$ cat config.mk
export PLATFORM = sky130hd
export DESIGN_NAME = multicycle_control_unit_flat
export DESIGN_NICKNAME = d
export VERILOG_FILES = /design/src/rtl/mips_mc_pkg.sv /design/src/rtl/multicycle_control_unit_if.sv /design/src/rtl/mc_output_decode.sv /design/src/rtl/multicycle_control_unit.sv /design/src/flat_wrapper.sv
export SDC_FILE = /design/constraint.sdc
export NUM_CORES = 1
export LEC_CHECK = 0
export BUFFER_PORTS_ARGS = -buffer_cell sky130_fd_sc_hd__buf_4
export CORE_MARGIN = 2
export CORE_UTILIZATION = 56
export CTS_CLUSTER_DIAMETER = 120
export CTS_CLUSTER_SIZE = 20
export DETAILED_ROUTE_END_ITERATION = 7
export PLACE_DENSITY_LB_ADDON = 0.08
export SLEW_MARGIN = 30
export SYNTH_ARGS = -nofsm -noshare
export SYNTH_HDL_FRONTEND = slang
export SYNTH_HIERARCHICAL = 1
export SYNTH_SLANG_ARGS = --single-unit
$ cat constraint.sdc
create_clock -name clk -period 3.3 [get_ports clk]
set_input_delay 0.99 -clock clk [delete_from_list [all_inputs] [get_ports clk]]
set_output_delay 0.99 -clock clk [all_outputs]
set_load 0.02 [all_outputs]
$ cat src/rtl/mips_mc_pkg.sv
// Shared definitions for the multicycle MIPS control unit.
//   - opcode constants for the supported instructions
//   - FSM state encoding (4-bit binary, 13 states)
//   - ALUOp, ALU B-select and PC-source encodings
//   - ctrl_t: bundle of per-state control outputs
package mips_mc_pkg;

  localparam logic [5:0] OP_RTYPE = 6'b000000;
  localparam logic [5:0] OP_LW    = 6'b100011;
  localparam logic [5:0] OP_SW    = 6'b101011;
  localparam logic [5:0] OP_BEQ   = 6'b000100;
  localparam logic [5:0] OP_ADDI  = 6'b001000;
  localparam logic [5:0] OP_J     = 6'b000010;

  typedef enum logic [3:0] {
    S_FETCH   = 4'd0,
    S_DECODE  = 4'd1,
    S_MEMADR  = 4'd2,
    S_MEMRD   = 4'd3,
    S_MEMWB   = 4'd4,
    S_MEMWR   = 4'd5,
    S_EXECUTE = 4'd6,
    S_ALUWB   = 4'd7,
    S_BRANCH  = 4'd8,
    S_ADDIEX  = 4'd9,
    S_ADDIWB  = 4'd10,
    S_JUMP    = 4'd11,
    S_TRAP    = 4'd12
  } state_t;

  localparam logic [1:0] ALU_ADD   = 2'b00;
  localparam logic [1:0] ALU_SUB   = 2'b01;
  localparam logic [1:0] ALU_FUNCT = 2'b10;

  localparam logic [1:0] SRCB_RT     = 2'b00;
  localparam logic [1:0] SRCB_FOUR   = 2'b01;
  localparam logic [1:0] SRCB_IMM    = 2'b10;
  localparam logic [1:0] SRCB_IMMSH2 = 2'b11;

  localparam logic [1:0] PC_ALU    = 2'b00;
  localparam logic [1:0] PC_ALUOUT = 2'b01;
  localparam logic [1:0] PC_JUMP   = 2'b10;

  typedef struct packed {
    logic       pcWrite;
    logic       branch;
    logic       irWrite;
    logic       iord;
    logic       memRead;
    logic       memWrite;
    logic       regWrite;
    logic       regDst;
    logic       memToReg;
    logic       aluSrcA;
    logic [1:0] aluSrcB;
    logic [1:0] aluOp;
    logic [1:0] pcSrc;
    logic       instrDone;
  } ctrl_t;

endpackage

$ cat src/rtl/multicycle_control_unit_if.sv
// Control-unit <-> datapath bundle.
//   op, mem_ready        : datapath -> control (opcode field, memory done)
//   all other signals    : control -> datapath (enables, selects, ALUOp,
//                          retire pulse, sticky trap flag)
// master = control unit side, slave = datapath side.
interface multicycle_control_unit_if #(parameter int OP_WIDTH = 6);
  logic [OP_WIDTH-1:0] op;
  logic                mem_ready;
  logic                pc_write;
  logic                branch;
  logic                ir_write;
  logic                iord;
  logic                mem_read;
  logic                mem_write;
  logic                reg_write;
  logic                reg_dst;
  logic                mem_to_reg;
  logic                alu_src_a;
  logic [1:0]          alu_src_b;
  logic [1:0]          alu_op;
  logic [1:0]          pc_src;
  logic                instr_done;
  logic                illegal_op;

  modport master (
    input  op, mem_ready,
    output pc_write, branch, ir_write, iord, mem_read, mem_write,
           reg_write, reg_dst, mem_to_reg, alu_src_a, alu_src_b,
           alu_op, pc_src, instr_done, illegal_op
  );

  modport slave (
    output op, mem_ready,
    input  pc_write, branch, ir_write, iord, mem_read, mem_write,
           reg_write, reg_dst, mem_to_reg, alu_src_a, alu_src_b,
           alu_op, pc_src, instr_done, illegal_op
  );
endinterface

$ cat src/rtl/mc_output_decode.sv
// Combinational Moore output decode for the multicycle control FSM.
//   state       : current FSM state
//   memReady    : memory handshake (gates FETCH writes, MEMWR retire)
//   skipIllegal : DECODE is retiring an illegal op as a NOP
//   ctrl        : control outputs (illegal_op is handled by the top)
module mc_output_decode
  import mips_mc_pkg::*;
(
  input  state_t state,
  input  logic   memReady,
  input  logic   skipIllegal,
  output ctrl_t  ctrl
);

  always_comb begin
    ctrl = '0;
    case (state)
      S_FETCH: begin
        ctrl.memRead = 1'b1;
        ctrl.aluSrcB = SRCB_FOUR;
        ctrl.aluOp   = ALU_ADD;
        ctrl.pcSrc   = PC_ALU;
        // IR and PC only load once the instruction word is actually there
        ctrl.irWrite = memReady;
        ctrl.pcWrite = memReady;
      end
      S_DECODE: begin
        ctrl.aluSrcB   = SRCB_IMMSH2;
        ctrl.aluOp     = ALU_ADD;
        ctrl.instrDone = skipIllegal;
      end
      S_MEMADR, S_ADDIEX: begin
        ctrl.aluSrcA = 1'b1;
        ctrl.aluSrcB = SRCB_IMM;
        ctrl.aluOp   = ALU_ADD;
      end
      S_MEMRD: begin
        ctrl.iord    = 1'b1;
        ctrl.memRead = 1'b1;
      end
      S_MEMWB: begin
        ctrl.regWrite  = 1'b1;
        ctrl.memToReg  = 1'b1;
        ctrl.instrDone = 1'b1;
      end
      S_MEMWR: begin
        ctrl.iord      = 1'b1;
        ctrl.memWrite  = 1'b1;
        ctrl.instrDone = memReady;
      end
      S_EXECUTE: begin
        ctrl.aluSrcA = 1'b1;
        ctrl.aluSrcB = SRCB_RT;
        ctrl.aluOp   = ALU_FUNCT;
      end
      S_ALUWB: begin
        ctrl.regWrite  = 1'b1;
        ctrl.regDst    = 1'b1;
        ctrl.instrDone = 1'b1;
      end
      S_BRANCH: begin
        ctrl.aluSrcA   = 1'b1;
        ctrl.aluSrcB   = SRCB_RT;
        ctrl.aluOp     = ALU_SUB;
        ctrl.pcSrc     = PC_ALUOUT;
        ctrl.branch    = 1'b1;
        ctrl.instrDone = 1'b1;
      end
      S_ADDIWB: begin
        ctrl.regWrite  = 1'b1;
        ctrl.instrDone = 1'b1;
      end
      S_JUMP: begin
        ctrl.pcSrc     = PC_JUMP;
        ctrl.pcWrite   = 1'b1;
        ctrl.instrDone = 1'b1;
      end
      default: ;
    endcase
  end

endmodule

$ cat src/rtl/multicycle_control_unit.sv
// Multicycle MIPS control unit: Moore FSM sequencing each instruction over
// several cycles on a shared ALU / memory port.
//   clk, reset : clock, synchronous active-high reset
//   bus        : master side of multicycle_control_unit_if (op, mem_ready in;
//                datapath controls, instr_done, illegal_op out)
// Keeps the state register, the opcode captured in DECODE and the sticky
// trap flag; output decode lives in mc_output_decode.
module multicycle_control_unit
  import mips_mc_pkg::*;
#(
  parameter int OP_WIDTH        = 6,
  parameter bit HAS_JUMP        = 1'b1,
  parameter bit HAS_ADDI        = 1'b1,
  parameter bit TRAP_ON_ILLEGAL = 1'b1
) (
  input  logic                       clk,
  input  logic                       reset,
  multicycle_control_unit_if.master  bus
);

  state_t              state, nextState, decodeTarget;
  logic [OP_WIDTH-1:0] opReg;
  logic                trapFlag;
  logic                opLegal;
  logic                skipIllegal;
  ctrl_t               ctrl, ctrlQ;

  always_ff @(posedge clk) begin
    if (reset) begin
      state    <= S_FETCH;
      opReg    <= '0;
      trapFlag <= 1'b0;
    end else begin
      state <= nextState;
      // MEMADR needs to know lw vs sw after op has moved on
      if (state == S_DECODE) opReg <= bus.op;
      if (nextState == S_TRAP) trapFlag <= 1'b1;
    end
  end

  always_comb begin
    decodeTarget = S_FETCH;
    opLegal      = 1'b1;
    case (bus.op)
      OP_WIDTH'(OP_LW), OP_WIDTH'(OP_SW): decodeTarget = S_MEMADR;
      OP_WIDTH'(OP_RTYPE):                decodeTarget = S_EXECUTE;
      OP_WIDTH'(OP_BEQ):                  decodeTarget = S_BRANCH;
      OP_WIDTH'(OP_ADDI): if (HAS_ADDI) decodeTarget = S_ADDIEX; else opLegal = 1'b0;
      OP_WIDTH'(OP_J):    if (HAS_JUMP) decodeTarget = S_JUMP;   else opLegal = 1'b0;
      default:                            opLegal = 1'b0;
    endcase
    if (!opLegal) decodeTarget = TRAP_ON_ILLEGAL ? S_TRAP : S_FETCH;
  end

  assign skipIllegal = (state == S_DECODE) && !opLegal && !TRAP_ON_ILLEGAL;

  always_comb begin
    nextState = state;
    case (state)
      S_FETCH:   if (bus.mem_ready) nextState = S_DECODE;
      S_DECODE:  nextState = decodeTarget;
      S_MEMADR:  nextState = (opReg == OP_WIDTH'(OP_LW)) ? S_MEMRD : S_MEMWR;
      S_MEMRD:   if (bus.mem_ready) nextState = S_MEMWB;
      S_MEMWR:   if (bus.mem_ready) nextState = S_FETCH;
      S_EXECUTE: nextState = S_ALUWB;
      S_ADDIEX:  nextState = S_ADDIWB;
      S_MEMWB, S_ALUWB, S_BRANCH, S_ADDIWB, S_JUMP: nextState = S_FETCH;
      S_TRAP:    nextState = S_TRAP;
      default:   nextState = S_FETCH;
    endcase
  end

  mc_output_decode uDecode (
    .state       (state),
    .memReady    (bus.mem_ready),
    .skipIllegal (skipIllegal),
    .ctrl        (ctrl)
  );

  // Reset forces every output low even though the state is only updated
  // at the next edge.
  assign ctrlQ = reset ? '0 : ctrl;

  assign bus.pc_write   = ctrlQ.pcWrite;
  assign bus.branch     = ctrlQ.branch;
  assign bus.ir_write   = ctrlQ.irWrite;
  assign bus.iord       = ctrlQ.iord;
  assign bus.mem_read   = ctrlQ.memRead;
  assign bus.mem_write  = ctrlQ.memWrite;
  assign bus.reg_write  = ctrlQ.regWrite;
  assign bus.reg_dst    = ctrlQ.regDst;
  assign bus.mem_to_reg = ctrlQ.memToReg;
  assign bus.alu_src_a  = ctrlQ.aluSrcA;
  assign bus.alu_src_b  = ctrlQ.aluSrcB;
  assign bus.alu_op     = ctrlQ.aluOp;
  assign bus.pc_src     = ctrlQ.pcSrc;
  assign bus.instr_done = ctrlQ.instrDone;
  assign bus.illegal_op = trapFlag & ~reset;

endmodule

$ cat src/flat_wrapper.sv
// flat-port wrapper written by rule: the top's interface ports become plain ports
module multicycle_control_unit_flat import mips_mc_pkg::*;
#(
  parameter int OP_WIDTH        = 6,
  parameter bit HAS_JUMP        = 1'b1,
  parameter bit HAS_ADDI        = 1'b1,
  parameter bit TRAP_ON_ILLEGAL = 1'b1
)
  (clk, reset, bus_op, bus_mem_ready, bus_pc_write, bus_branch, bus_ir_write, bus_iord, bus_mem_read, bus_mem_write, bus_reg_write, bus_reg_dst, bus_mem_to_reg, bus_alu_src_a, bus_alu_src_b, bus_alu_op, bus_pc_src, bus_instr_done, bus_illegal_op);
  multicycle_control_unit_if #(.OP_WIDTH(OP_WIDTH)) bus_i ();
  input  logic clk;
  input  logic reset;
  input wire logic [$bits(bus_i.op)-1:0] bus_op;
  input wire logic [$bits(bus_i.mem_ready)-1:0] bus_mem_ready;
  output wire logic [$bits(bus_i.pc_write)-1:0] bus_pc_write;
  output wire logic [$bits(bus_i.branch)-1:0] bus_branch;
  output wire logic [$bits(bus_i.ir_write)-1:0] bus_ir_write;
  output wire logic [$bits(bus_i.iord)-1:0] bus_iord;
  output wire logic [$bits(bus_i.mem_read)-1:0] bus_mem_read;
  output wire logic [$bits(bus_i.mem_write)-1:0] bus_mem_write;
  output wire logic [$bits(bus_i.reg_write)-1:0] bus_reg_write;
  output wire logic [$bits(bus_i.reg_dst)-1:0] bus_reg_dst;
  output wire logic [$bits(bus_i.mem_to_reg)-1:0] bus_mem_to_reg;
  output wire logic [$bits(bus_i.alu_src_a)-1:0] bus_alu_src_a;
  output wire logic [$bits(bus_i.alu_src_b)-1:0] bus_alu_src_b;
  output wire logic [$bits(bus_i.alu_op)-1:0] bus_alu_op;
  output wire logic [$bits(bus_i.pc_src)-1:0] bus_pc_src;
  output wire logic [$bits(bus_i.instr_done)-1:0] bus_instr_done;
  output wire logic [$bits(bus_i.illegal_op)-1:0] bus_illegal_op;
  assign bus_i.op = bus_op;
  assign bus_i.mem_ready = bus_mem_ready;
  assign bus_pc_write = bus_i.pc_write;
  assign bus_branch = bus_i.branch;
  assign bus_ir_write = bus_i.ir_write;
  assign bus_iord = bus_i.iord;
  assign bus_mem_read = bus_i.mem_read;
  assign bus_mem_write = bus_i.mem_write;
  assign bus_reg_write = bus_i.reg_write;
  assign bus_reg_dst = bus_i.reg_dst;
  assign bus_mem_to_reg = bus_i.mem_to_reg;
  assign bus_alu_src_a = bus_i.alu_src_a;
  assign bus_alu_src_b = bus_i.alu_src_b;
  assign bus_alu_op = bus_i.alu_op;
  assign bus_pc_src = bus_i.pc_src;
  assign bus_instr_done = bus_i.instr_done;
  assign bus_illegal_op = bus_i.illegal_op;
  multicycle_control_unit #(.OP_WIDTH(OP_WIDTH), .HAS_JUMP(HAS_JUMP), .HAS_ADDI(HAS_ADDI), .TRAP_ON_ILLEGAL(TRAP_ON_ILLEGAL)) u_core (.clk(clk), .reset(reset), .bus(bus_i));
endmodule
Word level (Yosys, flattened, before mapping)
Index checks and enable logic that the tools add are counted.
Operators by class
  reduce and logical (&&, ||, !) cells: 10
  equality and inequality tests: 19
  bitwise operators: 2
  mux-type cells: 22
Operators by type and width (number)
  $pmux 4 s5: 2
  $pmux 4 s8: 1
  $eq 4x4->1 const B: 6
  $eq 6x6->1 const B: 3
  $mux 17: 1
  $eq 4x3->1 const B: 4
  $mux 4: 4
  $mux 1: 10
  $eq 4x2->1 const B: 2
  $reduce_or 2->1: 4
  $eq 6x2->1 const B: 1
  $eq 6x3->1 const B: 1
  $eq 6x4->1 const B: 1
  $logic_not 6->1: 1
  $reduce_or 6->1: 1
  $reduce_or 5->1: 1
  $eq 4x1->1 const B: 1
  $logic_not 4->1: 1
  $pmux 1 s2: 2
  $pmux 2 s2: 1
  $reduce_or 4->1: 1
  $mux 3: 1
  $reduce_or 3->1: 1
  $and 1x1->1: 1
  $not 1->1: 1
Word-level totals
  register bits after elaboration: 11
  input bits: 9

Longest topological paths before layout
  word-level depth: 6
  depth in mapped cells: 7
  gate-level depth less buffers: 5

Cells and area by module
Netlist, hierarchy kept.
Modules (own cells, without submodules)
  multicycle_control_unit: cells an instance 108, instances 1, area an instance 832.0 µm², sequential area each 220.2 µm²
  mc_output_decode: cells an instance 37, instances 1, area an instance 215.2 µm², sequential area each 0.0 µm²

Worst setup path after synthesis
No wires, ideal clock.
  path kind: input -> output
  start point: input port bus_mem_ready
  end point: output port bus_instr_done
  setup slack: 0.749 ns
  buffers on the path: 0
  arrival: 1.561 ns
  required time: 2.310 ns
  stages on the path: 4
  cells stage by stage: o21a_1 > nor2_1 > o22ai_1 > nor2b_1
RTL lines
  start, declared: line flat_wrapper.sv:14  | input wire logic [$bits(bus_i.mem_ready)-1:0] bus_mem_ready;
  end, declared: line flat_wrapper.sv:28  | output wire logic [$bits(bus_i.instr_done)-1:0] bus_instr_done;

==> metrics <==
number of synthesized flops with an enable pin 0; CORE AREA 1750 um2; peak supply drop 0.278 mV; sw power 0.162 mW; first-pass GRT wire length 3.50 mm; Final ANT Viol Nets 0; Worst Path Required 2.31 ns; critical path fanouts, max 20; Mapped Cells 145; Syn Area/Cell 7.22 um2; Highest Signal Layer met4; Met3 Wirelength 119 um; final setup fails 0; DRC viols 0; post_cts resized 0; Iter 0 DRT Violations 29; post-detail-place hpwl 1.65 mm; Comb power frac 39.9%; CTS tree built; Tightest Hold Check Type flop to flop; final wirelength 2.23 mm; Least-Margin Pin Slew 0.682 ns; Cell variety after synth 44; FFs w/ async S/R, synth 0%; Syn Std Cell Area 1050 um2; die height 47.2 um; Leak 0.490 nW; Post-CTS Setup Inserts 0; Routed met1 length 1.00 mm; Sw Ratio 37.1%; setup TNS 0 ns; CTS hold repair buffers 0; H-tree levels 1; DR vias/cell 5.51; Area Growth Syn to Fin 17.1%; die width 47.2 um; final max-slew violation count 0; Slew Limit Headroom 54.4%; RePlAce Congestion 0.834; total grt overflow 0; CP arrival 1.83 ns; Setup Skew 0.00558 ns; Total Power 0.437 mW; largest net degree at the start of global routing 26; syn_nets 154; share of layout cells above drive strength 1 23.8%; final hold viol count 0; CTS root buf clkbuf_4; maximum clock rate 0.354 GHz; Starting Density 60.0%; Cell Pwr Density 357 nW/um2; clock sink total 11; Sequential Power Share 39.4%; met2 wire len 1.07 mm; Internal 0.275 mW; Seq cells post-synth 11; period utilization 85.6%; CP Capture Type output port; drt first pass iters 4; number of diodes 0; initial antenna violation count 0; status complete, no violations; Synth top area share 21.0%; port bufs 26; CTS clk-pin slew, worst paths 0.07 ns; Post-synth top cells nand2_1 (17), nor2b_1 (17), a21oi_1 (13), nor2_1 (13), dfxtp_1 (11); clock share of power 20.7%; number of core rows 15; Ports 27; min Tclk post-route 2.82 ns; vias 1,042; area leader, netlist dfxtp_1; top_reg_cell synth dfxtp_1; RSZ-0062 raised after global routing false; Die Area 2230 um2; synth top area cells dfxtp_1 (21%), nor2b_1 (10%), a21oi_1 (6.2%); vias in the first global route 831; Tot GR Track Use 22.3%; nature of the critical path startpoint flop; CTS Buffer Depth 2; worst hold slack 0.454 ns; total of max-cap violations 0; WL/cell 11.8 um; CTS buffer count 3; worst-skew pair later-pin latency 0.27 ns; fin nets 174; critical path type flop to output port; Seq/Total Area, Yosys 21.0%; yosys warns 6
[per-layer routing]
metal  vias up  global-route usage (%)
met5         -                       0
met4         0                    8.33
met2        35                    36.5
li1        538                       -
met1       464                    27.8
met3         5                    5.77
[flip-flops by register name, summed over array words and instances, names as in the netlist]
register and cells:
u_core/state 4, u_core/opReg 6, u_core/trapFlag 1
[power by group through the flow]
stage                     clock, mW  combinational, mW  sequential (mW)
after floorplan                   0              0.156            0.153
after global placement            0              0.169            0.175
after detailed placement          0              0.174            0.175
after CTS                    0.0937              0.174            0.172
after global routing          0.101              0.191            0.177
final                        0.0906              0.175            0.172
[critical path, cell delays in order, from the launching register on]
cell and delay, ns:
dfxtp_1 0.76, nand2b_1 0.22, a21oi_1 0.19, o22ai_1 0.08, nor2b_1 0.15, buf_4 0.16
[final timing paths]
path	start	endpoint	slack [ns]	cells after the start
setup / recovery	u_core/state[0]$_SDFF_PP0_	bus_instr_done	0.48	5
hold / removal	u_core/opReg[3]$_SDFFE_PP0P_	u_core/opReg[3]$_SDFFE_PP0P_	0.45	2
setup reg to reg	u_core/state[0]$_SDFF_PP0_	u_core/trapFlag$_SDFFE_PP0N_	0.76	5
hold reg to reg	u_core/opReg[3]$_SDFFE_PP0P_	u_core/opReg[3]$_SDFFE_PP0P_	0.45	2
[final cells by class]
class | count | area, um2
timing repair buffer | 26 | 195
sequential | 11 | 220
multi-input combinational | 120 | 742
inverter | 3 | 11.3
fill | 176 | 519
tap | 25 | 31.3
clock buffer | 4 | 26.3
[placed cells by master, fill, tap and decap left out, types with 2 or more instances in the layout]
cell,netlist,routed
nor3b_1,2,2
nand2_1,17,17
nand2b_1,8,8
o221ai_1,2,2
nand3_1,2,2
nor3_1,7,7
dfxtp_1,11,11
nor2b_1,17,17
xnor2_1,3,3
a21oi_1,13,13
inv_1,3,3
or2b_1,2,2
nor2_1,13,13
o21ai_0,2,2
buf_4,2,26
or2_2,2,2
clkbuf_4,0,3
o22ai_1,3,3
o211ai_1,2,2
or3_1,2,2
o21a_1,2,2
[stage by stage]
| step | setup slack [ns] | util (%) | instance area, um2 | instances |
|---|---|---|---|---|
| 3_5_place_dp | 0.555 | 68.7 | 1200 | 185 |
| 3_3_place_gp | 0.571 | 68.7 | 1200 | 185 |
| 4_1_cts | 0.485 | 70.3 | 1230 | 189 |
| 6_report | 0.476 | 70.3 | 1230 | 189 |
| 2_1_floorplan | 0.749 | - | 1050 | 145 |
| 5_1_grt | 0.324 | 70.3 | 1230 | 189 |
[cell families (layout without fill, tap and decap cells)]
logic type                Yosys count  count (layout)  share of synthesized area (%)
and+or+nand+nor                    82              82                           44.6
AOI/OAI and AO/OA                  33              33                           22.5
buffers and inverters              14              33                           8.12
DFF                                11              11                           21.0
xor gates and xnor gates            3               3                           2.51
other                               1               1                          0.358
muxes                               1               1                          0.956
Power figures use the tool's default switching activity.
